[src/rtl/gf_syndrome_acc.sv]
// Reed-Solomon syndrome accumulator over GF(2^M): Horner evaluation of the
// received polynomial at alpha^1..alpha^NSYN, one symbol per clock, framed by in_first.
module gf_syndrome_acc #(
    parameter int              M    = 3,
    parameter logic [M-1:0]    POLY = 3'b011,
    parameter int              NSYN = 2,
    parameter int              NSYM = 7
) (
    input  logic                clk,
    input  logic                rst_n,
    input  logic                in_valid,
    input  logic                in_first,
    input  logic [M-1:0]        in_sym,
    output logic                out_valid,
    output logic [NSYN*M-1:0]   out_syn,
    output logic                out_err,
    output logic                frame_err
);

    localparam int CW = $clog2(NSYM + 1);

    // One multiply-by-alpha step: shift left, fold the overflow back through POLY.
    function automatic logic [M-1:0] mul_alpha(input logic [M-1:0] a);
        return {a[M-2:0], 1'b0} ^ (a[M-1] ? POLY : {M{1'b0}});
    endfunction

    // Constant multiply by alpha^n as a chain of n single steps.
    function automatic logic [M-1:0] mul_alpha_pow(input logic [M-1:0] a, input int n);
        logic [M-1:0] r;
        r = a;
        for (int k = 0; k < n; k++) begin
            r = mul_alpha(r);
        end
        return r;
    endfunction

    logic [CW-1:0]             cnt_r;
    logic [NSYN-1:0][M-1:0]    acc_r;
    logic [NSYN-1:0][M-1:0]    upd_s;
    logic [NSYN*M-1:0]         out_syn_r;
    logic                      out_valid_r;
    logic                      out_err_r;
    logic                      frame_err_r;
    logic                      active_s;
    logic                      last_s;

    // Horner step for every lane; lane j evaluates at alpha^(j+1).
    always_comb begin
        for (int j = 0; j < NSYN; j++) begin
            upd_s[j] = mul_alpha_pow(acc_r[j], j + 1) ^ in_sym;
        end
        active_s = (cnt_r != {CW{1'b0}});
        last_s   = (cnt_r == CW'(NSYM - 1));
    end

    // Framing counter, lane accumulators and registered results.
    always_ff @(posedge clk or negedge rst_n) begin
        if (!rst_n) begin
            cnt_r       <= {CW{1'b0}};
            acc_r       <= '0;
            out_syn_r   <= {(NSYN*M){1'b0}};
            out_valid_r <= 1'b0;
            out_err_r   <= 1'b0;
            frame_err_r <= 1'b0;
        end else begin
            out_valid_r <= 1'b0;
            frame_err_r <= 1'b0;
            if (in_valid) begin
                if (in_first) begin
                    // A restart mid-codeword aborts it without a result.
                    for (int j = 0; j < NSYN; j++) begin
                        acc_r[j] <= in_sym;
                    end
                    cnt_r       <= CW'(1);
                    frame_err_r <= active_s;
                end else if (active_s) begin
                    acc_r <= upd_s;
                    if (last_s) begin
                        out_syn_r   <= upd_s;
                        out_err_r   <= |upd_s;
                        out_valid_r <= 1'b1;
                        cnt_r       <= {CW{1'b0}};
                    end else begin
                        cnt_r <= cnt_r + CW'(1);
                    end
                end else begin
                    frame_err_r <= 1'b1;
                end
            end else begin
                cnt_r <= cnt_r;
            end
        end
    end

    assign out_valid = out_valid_r;
    assign out_syn   = out_syn_r;
    assign out_err   = out_err_r;
    assign frame_err = frame_err_r;

endmodule

[config.mk]
export PLATFORM = sky130hd
export DESIGN_NAME = gf_syndrome_acc
export DESIGN_NICKNAME = d
export VERILOG_FILES = /design/src/rtl/gf_syndrome_acc.sv
export SDC_FILE = /design/constraint.sdc
export NUM_CORES = 1
export LEC_CHECK = 0
export ABC_AREA = 1
export BUFFER_PORTS_ARGS = -buffer_cell sky130_fd_sc_hd__buf_2
export CORE_MARGIN = 5
export CORE_UTILIZATION = 53
export DETAILED_ROUTE_END_ITERATION = 12
export PLACE_DENSITY_LB_ADDON = 0.1
export SLEW_MARGIN = 40
export SYNTH_ARGS = -nofsm -noshare
export SYNTH_HDL_FRONTEND = slang
export SYNTH_SLANG_ARGS = --single-unit
[constraint.sdc]
create_clock -name clk -period 1.8 [get_ports clk]
set_input_delay 0.09 -clock clk [delete_from_list [all_inputs] [get_ports clk]]
set_output_delay 0.09 -clock clk [all_outputs]
set_load 0.02 [all_outputs]
==> results of run 1 <==
-- registers in the layout (all words and copies together), names as in the netlist --
register / cells
acc_r: 6
cnt_r: 3
frame_err: 1
out_err: 1
out_syn: 6
out_valid: 1
-- cell type report --
class / count / area (um^2)
Tap cell: 17 / 21.3
Sequential cell: 18 / 450
Multi-Input combinational cell: 79 / 405
Clock buffer: 3 / 22.5
Fill cell: 152 / 637
Timing Repair Buffer: 16 / 85.1
Inverter: 13 / 48.8
-- cells by family after synthesis --
group | Yosys count | synth area share [%]
xor gates and xnor gates | 2 | 1.94
adders and majority gates | 1 | 1.38
buffers and inverters | 13 | 5.39
AOI/OAI and AO/OA | 17 | 10.5
and+or+nand+nor | 59 | 31.0
DFF | 18 | 49.8
-- where the power goes --
group          switching [mW]  leakage [nW]  internal [mW]
combinational           0.344         0.333          0.195
sequential              0.101         0.224          0.542
clock                   0.116        0.0138         0.0775
-- through the flow --
step	instances	setup WS [ns]	cell area [um^2]
CTS	146	0.314	1030
floorplan	110	0.487	905
finish	146	0.297	1030
detailed placement	142	0.328	1000
global route	146	0.241	1030
global placement	142	0.441	1000
-- cell usage after synthesis, drive strengths merged (2+ instances only) --
library cell	count
a21oi	8
a22oi	3
dfrtp	18
inv	12
nand2	34
nand3	8
nor2	13
nor3	2
o21ai	5
xor2	2
-- per-layer routing --
layer  vias to the layer above  part of all wire [%]  track usage, %
li1                        389                     -               -
met1                       336                    45            18.4
met2                        21                    48            27.9
met3                         4                   4.8            2.62
met4                         0                   1.5            5.24
met5                         -                     0               0
-- worst min-delay path, delay by kind of cell --
kind	cells	cell delay (ns)
buffers and inverters	2	0.13
AND/OR/NAND/NOR	1	0.08
-- path summary, 6_finish.rpt --
| kind | to | cells after the start |
|---|---|---|
| worst max-delay path | acc_r[5] | 7 |
| worst min-delay path | frame_err | 3 |
| worst max register to register | acc_r[5] | 7 |
| worst min register to register | out_syn[0] | 2 |
| max in group asynchronous | out_syn[0] | 2 |
| min in group asynchronous | out_syn[5] | 2 |
-- cells in the final DEF (no fill, tap or decap) --
| cell | instances |
|---|---|
| clkinv_1 | 1 |
| or2_1 | 1 |
| nand2_1 | 32 |
| a21oi_1 | 8 |
| a22oi_1 | 3 |
| o21ai_1 | 1 |
| dfrtp_1 | 18 |
| nor2_2 | 1 |
| xor2_1 | 2 |
| o21ai_0 | 4 |
| inv_2 | 3 |
| o21bai_1 | 1 |
| dlygate4sd3_1 | 1 |
| nand3b_1 | 1 |
| nand2_2 | 1 |
| nand2_4 | 1 |
| nand3_1 | 8 |
| buf_2 | 15 |
| inv_1 | 9 |
| nor3_2 | 1 |
| ha_1 | 1 |
| clkbuf_4 | 3 |
| nor2_1 | 9 |
| nor2_4 | 3 |
| nor3_1 | 1 |
-- repair_timing --
item / in CTS / in global routing
hold endpoints to repair: 18 / 0
endpoints found under the setup margin: 0 / 0
hold buffers: 1 / 0
==> metrics, run 1 <==
routed vias/inst=5.14; initial antenna violation count=0; final period utilization=83.5%; Synth Warn #=0; first-pass GRT wire length=3.04 mm; crit-path cells=nor3_1 > ha_1 > nor2_4 > inv_2 > nor3_2 > a21oi_1 > o21ai_0; Final Hold Vio Count=0; Static Leak=0.571 nW; min cycle time layout=1.50 ns; setup violators final=0; total power=1.38 mW; Synth area leaders=dfrtp_1, nand2_1, a21oi_1; worst min path class=in2reg; maximum fanout along the worst path=10; Worst EP required=1.98 ns; Slowest cell on crit path=dfrtp_1; Core ar.=1670 um^2; Critical Path Start=cnt_r[0]; WL/cell=12.5 um; Max rail drop VDD=0.000700 V; reg-to-reg startpoint=cnt_r[0]; Num CTS Buffers=3; Rel. slew slack=73.2%; Seq/Total Area, Yosys=49.8%; Rows=15; top-area cell type share of the netlist area=49.8%; PostCTS Resize Cnt=0; Remaining Overflow, GRT=0; clock root buffer=clkbuf_4; drt total wl=1.83 mm; status=completed; vias in the first global route=721; die area=2630 um^2; area grow syn2layout=14.2%; #FFs+latches synth=18; Initial Util=54.2%; Setup Fix Bufs, Post-CTS=0; Port Buffer Count=15; fin. max-slew vios=0; Arr. time, crit path=1.68 ns; Util after Layout=61.9%; clk_skew=0.00814 ns; crit path capture type=flop; CP bufs+invs=1; f_max=665 MHz; # DRC=0; HPWL Detailed=1.42 mm; syn nets=118; share of layout cells above drive strength 1=21.7%; CTS tree=done; clock latency at the later pin of the worst-skew pair=0.28 ns; Worst Max-Slew Pin Slew=0.401 ns; Final TNS setup=0 ns; # nets final=139; synth unique cells=22; total number of vias=750; clock sinks=18; gr usage total=15.5%; R2R Setup Slk=0.30 ns; Critical Path Start Type=flop; RSZ-0062 raised after global routing=false; Horiz. Die Dim=51.3 um; WHS=0.0497 ns; Mapped Area=905 um^2; Post-synth EDFFs=0; Synth Instances=110; cell area power density=1330 nW/um^2; slowest stage delay, CP=0.44 ns; routability cong.=0.850; asr flop ratio synth=100%; hold_sp=in_valid; 1st-iter DRT viols=18; Detailed Routing Iterations Pass 1=4; CTS Buffer Depth=2; Die Ht=51.3 um; Ports=16; cell taking the most area after synthesis=dfrtp_1; kind of cell adding the most delay to the critical path=flip-flops; ys flop type=dfrtp_1; CP Class=reg2reg; Mean Syn Cell Area=8.22 um^2; htree depth=1; post-route ant nets=0; antenna cells=0; largest net degree at the start of global routing=19; total of max-cap violations=0; CTS clk-pin slew, worst paths=0.10 ns
Power figures use the tool's default switching activity.
==> run 2: changes to the inputs <==
clock period = 1.44 ns   (was 1.8 ns; I/O delays follow)
==> metrics, run 2 (same netlist as run 1, synthesis figures left out) <==
Remaining Overflow, GRT=0 (unchanged); setup violators final=0 (unchanged); antenna cells=0 (unchanged); Rows=15 (unchanged); placed cells=143 (+0.70%); gr usage total=15.1% (-0.33 points); Port Buffer Count=15 (unchanged); CP bufs+invs=1 (unchanged); crit-path cells=nor3_2 > ha_2 > nor2_4 > inv_4 > nor3_2 > a21oi_1 > o21ai_0; grt met1 use=19.8% (+1.4 points); share of layout cells above drive strength 1=25.0% (+3.3 points); die area=2630 um^2 (unchanged); total of max-cap violations=0 (unchanged); Critical Path Start Type=flop; 1st-iter DRT viols=21 (+3); Arr. time, crit path=1.48 ns (-0.20 ns); maximum fanout along the worst path=10 (unchanged); total power=1.84 mW (+34%); area grow syn2layout=18.5%; CP Class=reg2reg; cell area power density=1720 nW/um^2 (+29%); routability cong.=0.828 (-2.6%); largest net degree at the start of global routing=19 (unchanged); total number of vias=761 (+1.5%); layer with the highest usage=met2; met3 usage=2.62% (unchanged); final instance area=1070 um^2 (+3.8%); fin. max-slew vios=0 (unchanged); fin cells=149 (+2.1%); clock root buffer=clkbuf_4; htree depth=1 (unchanged); f_max=765 MHz (+15%); kind of cell adding the most delay to the critical path=flip-flops; most common cell after layout, fill and taps aside=nand2_1; clock latency at the later pin of the worst-skew pair=0.29 ns (about the same); Slowest cell on crit path=dfrtp_1; area of the multi-input gates=413 um^2 (+1.9%); # nets final=141 (+1.4%); clock sinks=18 (unchanged); Hold Path Depth=3 (unchanged); WL/cell=12.3 um (-1.6%); drt total wl=1.83 mm (+0.38%); DP Area=1010 um^2 (+0.75%); FF-to-FF path depth=7 (unchanged); Stages on worst setup path=7 (unchanged); slowest stage delay, CP=0.41 ns (-0.03 ns); Core ar.=1670 um^2 (unchanged); cell mode on critical path=nor3_2; Max rail drop VDD=0.000858 V (+23%); post-route ant nets=0 (unchanged); Num CTS Buffers=3 (unchanged); routed vias/inst=5.11 (-0.58%); RSZ-0062 raised after global routing=false; crit path capture type=flop; Detailed Routing Iterations Pass 1=4 (unchanged); Ports=16 (unchanged); initial antenna violation count=0 (unchanged); Initial Util=54.2% (unchanged); grt met2 use=24.5% (-3.4 points); final period utilization=90.8% (+7.3 points); Worst Max-Slew Pin Slew=0.397 ns (-0.00403 ns); status=completed; worst min path class=in2reg; first-pass GRT wire length=2.94 mm (-3.2%); Horiz. Die Dim=51.3 um (unchanged); most frequent cells in the layout=nand2_1, dfrtp_1, buf_2; Worst EP required=1.61 ns (-0.37 ns); Die Ht=51.3 um (unchanged); Util after Layout=64.2% (+2.3 points); # DRC=0 (unchanged); Rel. slew slack=73.5% (+0.27 points); min cycle time layout=1.31 ns (-0.196 ns); Final Hold Vio Count=0 (unchanged); register area=450 um^2 (unchanged); clk_skew=0.00415 ns (-0.00400 ns); fill count=135 (-11%); Static Leak=0.587 nW (+2.8%); CTS Buffer Depth=2 (unchanged); vias in the first global route=658 (-8.7%); HPWL Detailed=1.38 mm (-2.8%); Final TNS setup=0 ns (unchanged); CTS tree=done; CTS clk-pin slew, worst paths=0.10 ns (about the same)
run 2: cell types whose count changed in the layout (fill, tap and decap cells not counted), sizes merged:
cell	before	now
clkbuf	3	4
buf	15	17
run 2: worst paths after layout:
kind / from / end / slack [ns]
max: cnt_r[1] / acc_r[5] / 0.13
min: in_valid / frame_err / 0.04
max reg2reg: cnt_r[1] / acc_r[5] / 0.13
min reg2reg: out_syn[5] / out_syn[5] / 0.48
max in group asynchronous: rst_n / out_syn[2] / 0.91
min in group asynchronous: rst_n / acc_r[2] / 0.25
run 2: where the power goes:
group          internal, mW  total, mW  switching, mW
sequential            0.678      0.799          0.121
combinational         0.275      0.735          0.459
clock                 0.154      0.306          0.152
total                  1.11       1.84          0.733
run 2: final cells by class:
type,instances,share of cell area [%]
tap,17,1.98
sequential,18,42.0
multi-input combinational,79,38.5
timing repair buffer,18,9.33
inverter,13,4.78
clock buffer,4,3.38
run 2: worst register-to-register path, delay by kind of cell, from the launching register on:
kind	cells	cell delay [ns]
buf+inv	1	0.10
flops	1	0.41
fa+ha+maj	1	0.21
simple gates	3	0.29
compound gates	2	0.19
run 2: what timing repair did:
action / CTS / global route
buffers inserted: 0 / 1
endpoints found under the setup margin: 0 / 3
hold buffers: 1 / 0
endpoints found under the hold margin: 18 / 0
gates resized for setup: 0 / 3
run 2: per-stage QoR:
stage,hold slack (ns),setup slack [ns]
after global placement,0.0191,0.101
after CTS,0.0252,0.0418
after floorplan,-0.224,0.127
after detailed placement,0.0205,0.0413
final,0.0358,0.133
after global routing,0.0515,0.00132
run 2: per-layer routing:
layer	wire length, um	share of wire [%]	up-vias
li1	-	-	398
met1	876	48	338
met2	841	46	21
met3	85	4.6	4
met4	29	1.6	0
met5	0	0	-
==> run 3: changes to the inputs <==
RECOVER_POWER = 100   (was default)
==> metrics, run 3 (same netlist as run 1, synthesis figures left out) <==
clock root buffer=clkbuf_4; Worst EP required=1.61 ns (about the same); vias in the first global route=658 (unchanged); clock latency at the later pin of the worst-skew pair=0.29 ns (about the same); Critical Path Start=cnt_r[2]; kind of cell adding the most delay to the critical path=flip-flops; share of layout cells above drive strength 1=16.7% (-8.3 points); post-route ant nets=0 (unchanged); total of max-cap violations=0 (unchanged); Detailed Routing Iterations Pass 1=4 (unchanged); slowest stage delay, CP=0.41 ns (about the same); CP bufs+invs=1 (unchanged); RSZ-0062 raised after global routing=false; CTS clk-pin slew, worst paths=0.10 ns (about the same); Rel. slew slack=36.7% (-37 points); min cycle time layout=1.32 ns (+0.0165 ns); WL/cell=12.3 um (+0.33%); maximum fanout along the worst path=10 (unchanged); Num CTS Buffers=3 (unchanged); Slowest cell on crit path=dfrtp_1; setup violators final=0 (unchanged); total number of vias=774 (+1.7%); Max rail drop VDD=0.000852 V (-0.81%); Static Leak=0.551 nW (-6.1%); CTS tree=done; Core ar.=1670 um^2 (unchanged); met1 wire length=872 um (-0.46%); drt total wl=1.84 mm (+0.33%); die area=2630 um^2 (unchanged); crit path capture type=flop; Initial Util=54.2% (unchanged); HPWL Detailed=1.38 mm (unchanged); reg-to-reg startpoint=cnt_r[2]; Final Hold Vio Count=0 (unchanged); Horiz. Die Dim=51.3 um (unchanged); cell area power density=1720 nW/um^2 (about the same); FF-to-FF path depth=6 (-1); crit-path cells=nor3_2 > ha_1 > nor2_4 > inv_4 > a21oi_1 > a22oi_1; Arr. time, crit path=1.49 ns (about the same); Worst Max-Slew Pin Slew=0.949 ns (+0.552 ns); R2R Setup Slk=0.12 ns (-0.02 ns); CP Class=reg2reg; f_max=756 MHz (-1.2%); # DRC=0 (unchanged); # nets final=141 (unchanged); final period utilization=91.9% (+1.1 points); hold_sp=in_valid; first-pass GRT wire length=2.94 mm (unchanged); Worst Hold Endpoint=frame_err; fin. max-slew vios=0 (unchanged); Rows=15 (unchanged); Final TNS setup=0 ns (unchanged); fill count=146 (+8.1%); most frequent cells in the layout=nand2_1, dfrtp_1, clkbuf_1; Met3 Wirelength=97 um (+14%); routability cong.=0.828 (unchanged); worst min path class=in2reg; Port Buffer Count=15 (unchanged); largest net degree at the start of global routing=19 (unchanged); area grow syn2layout=16.9%; gr usage total=15.1% (unchanged); Remaining Overflow, GRT=0 (unchanged); metal2 WL=840 um (-0.12%); Hold Path Depth=3 (unchanged); most common cell after layout, fill and taps aside=nand2_1; 1st-iter DRT viols=21 (unchanged); Ports=16 (unchanged); clock sinks=18 (unchanged); antenna cells=0 (unchanged); CTS Buffer Depth=2 (unchanged); reg-to-reg endpoint=acc_r[3]; routed vias/inst=5.19 (+1.7%); WHS=0.0362 ns (+0.000373 ns); Die Ht=51.3 um (unchanged); initial antenna violation count=0 (unchanged); Critical Path Start Type=flop; clk_skew=0.00425 ns (+0.000103 ns); DR top layer=met4; htree depth=1 (unchanged); status=completed
-- run 3: cell count changes in the layout (fill, tap and decap cells not counted), sizes merged --
cell and delta:
clkbuf +10, buf -10
-- run 3: worst max path at each step --
stage | endpoint | slack, ns | cells past startpoint
after detailed placement | acc_r[5] | 0.04 | 7
after global placement | acc_r[5] | 0.10 | 7
after CTS | acc_r[5] | 0.04 | 7
after global routing | acc_r[5] | 0.008 | 7
final | acc_r[3] | 0.12 | 6
after floorplan | acc_r[5] | 0.13 | 7
-- run 3: area by class of cell --
class	count	area, um^2	share of cell area, %
clock buffer	4	36.3	3.43
inverter	13	51.3	4.85
multi-input combinational	79	410	38.8
sequential	18	450	42.6
tap	17	21.3	2.01
timing repair buffer	18	87.6	8.28
-- run 3: per-stage QoR --
stage	utilization [%]	worst slack, ns	power (mW)	cell area, um^2	cells
5_1_grt	63.3	0.00822	1.95	1060	149
4_1_cts	63.1	0.0418	1.82	1050	148
3_3_place_gp	60.4	0.101	1.49	1010	143
3_5_place_dp	60.4	0.0413	1.51	1010	143
6_report	63.3	0.116	1.81	1060	149
2_1_floorplan	-	0.127	1.28	905	110
-- run 3: report_power, final --
part	internal, mW	leakage, nW	switching (mW)
sequential	0.678	0.224	0.124
clock	0.154	0.0210	0.151
combinational	0.246	0.306	0.460
total	1.08	0.551	0.736
-- run 3: layer usage --
metal,track usage [%],vias to the layer above
li1,-,398
met1,19.8,345
met2,24.5,27
met3,2.62,4
met4,6.55,0
met5,0,-
-- run 3: worst reg2reg max path, cell delays in order (launching register included) --
cell and delay (ns):
dfrtp_1 0.41, nor3_2 0.05, ha_1 0.20, nor2_4 0.19
inv_4 0.09, a21oi_1 0.17, a22oi_1 0.10
-- run 3: what timing repair did --
action | 4_1_cts | 5_1_grt
endpoints found under the hold margin | 18 | 0
gates resized for setup | 0 | 3
endpoints found under the setup margin | 0 | 3
hold buffers | 1 | 0
setup buffers | 0 | 1
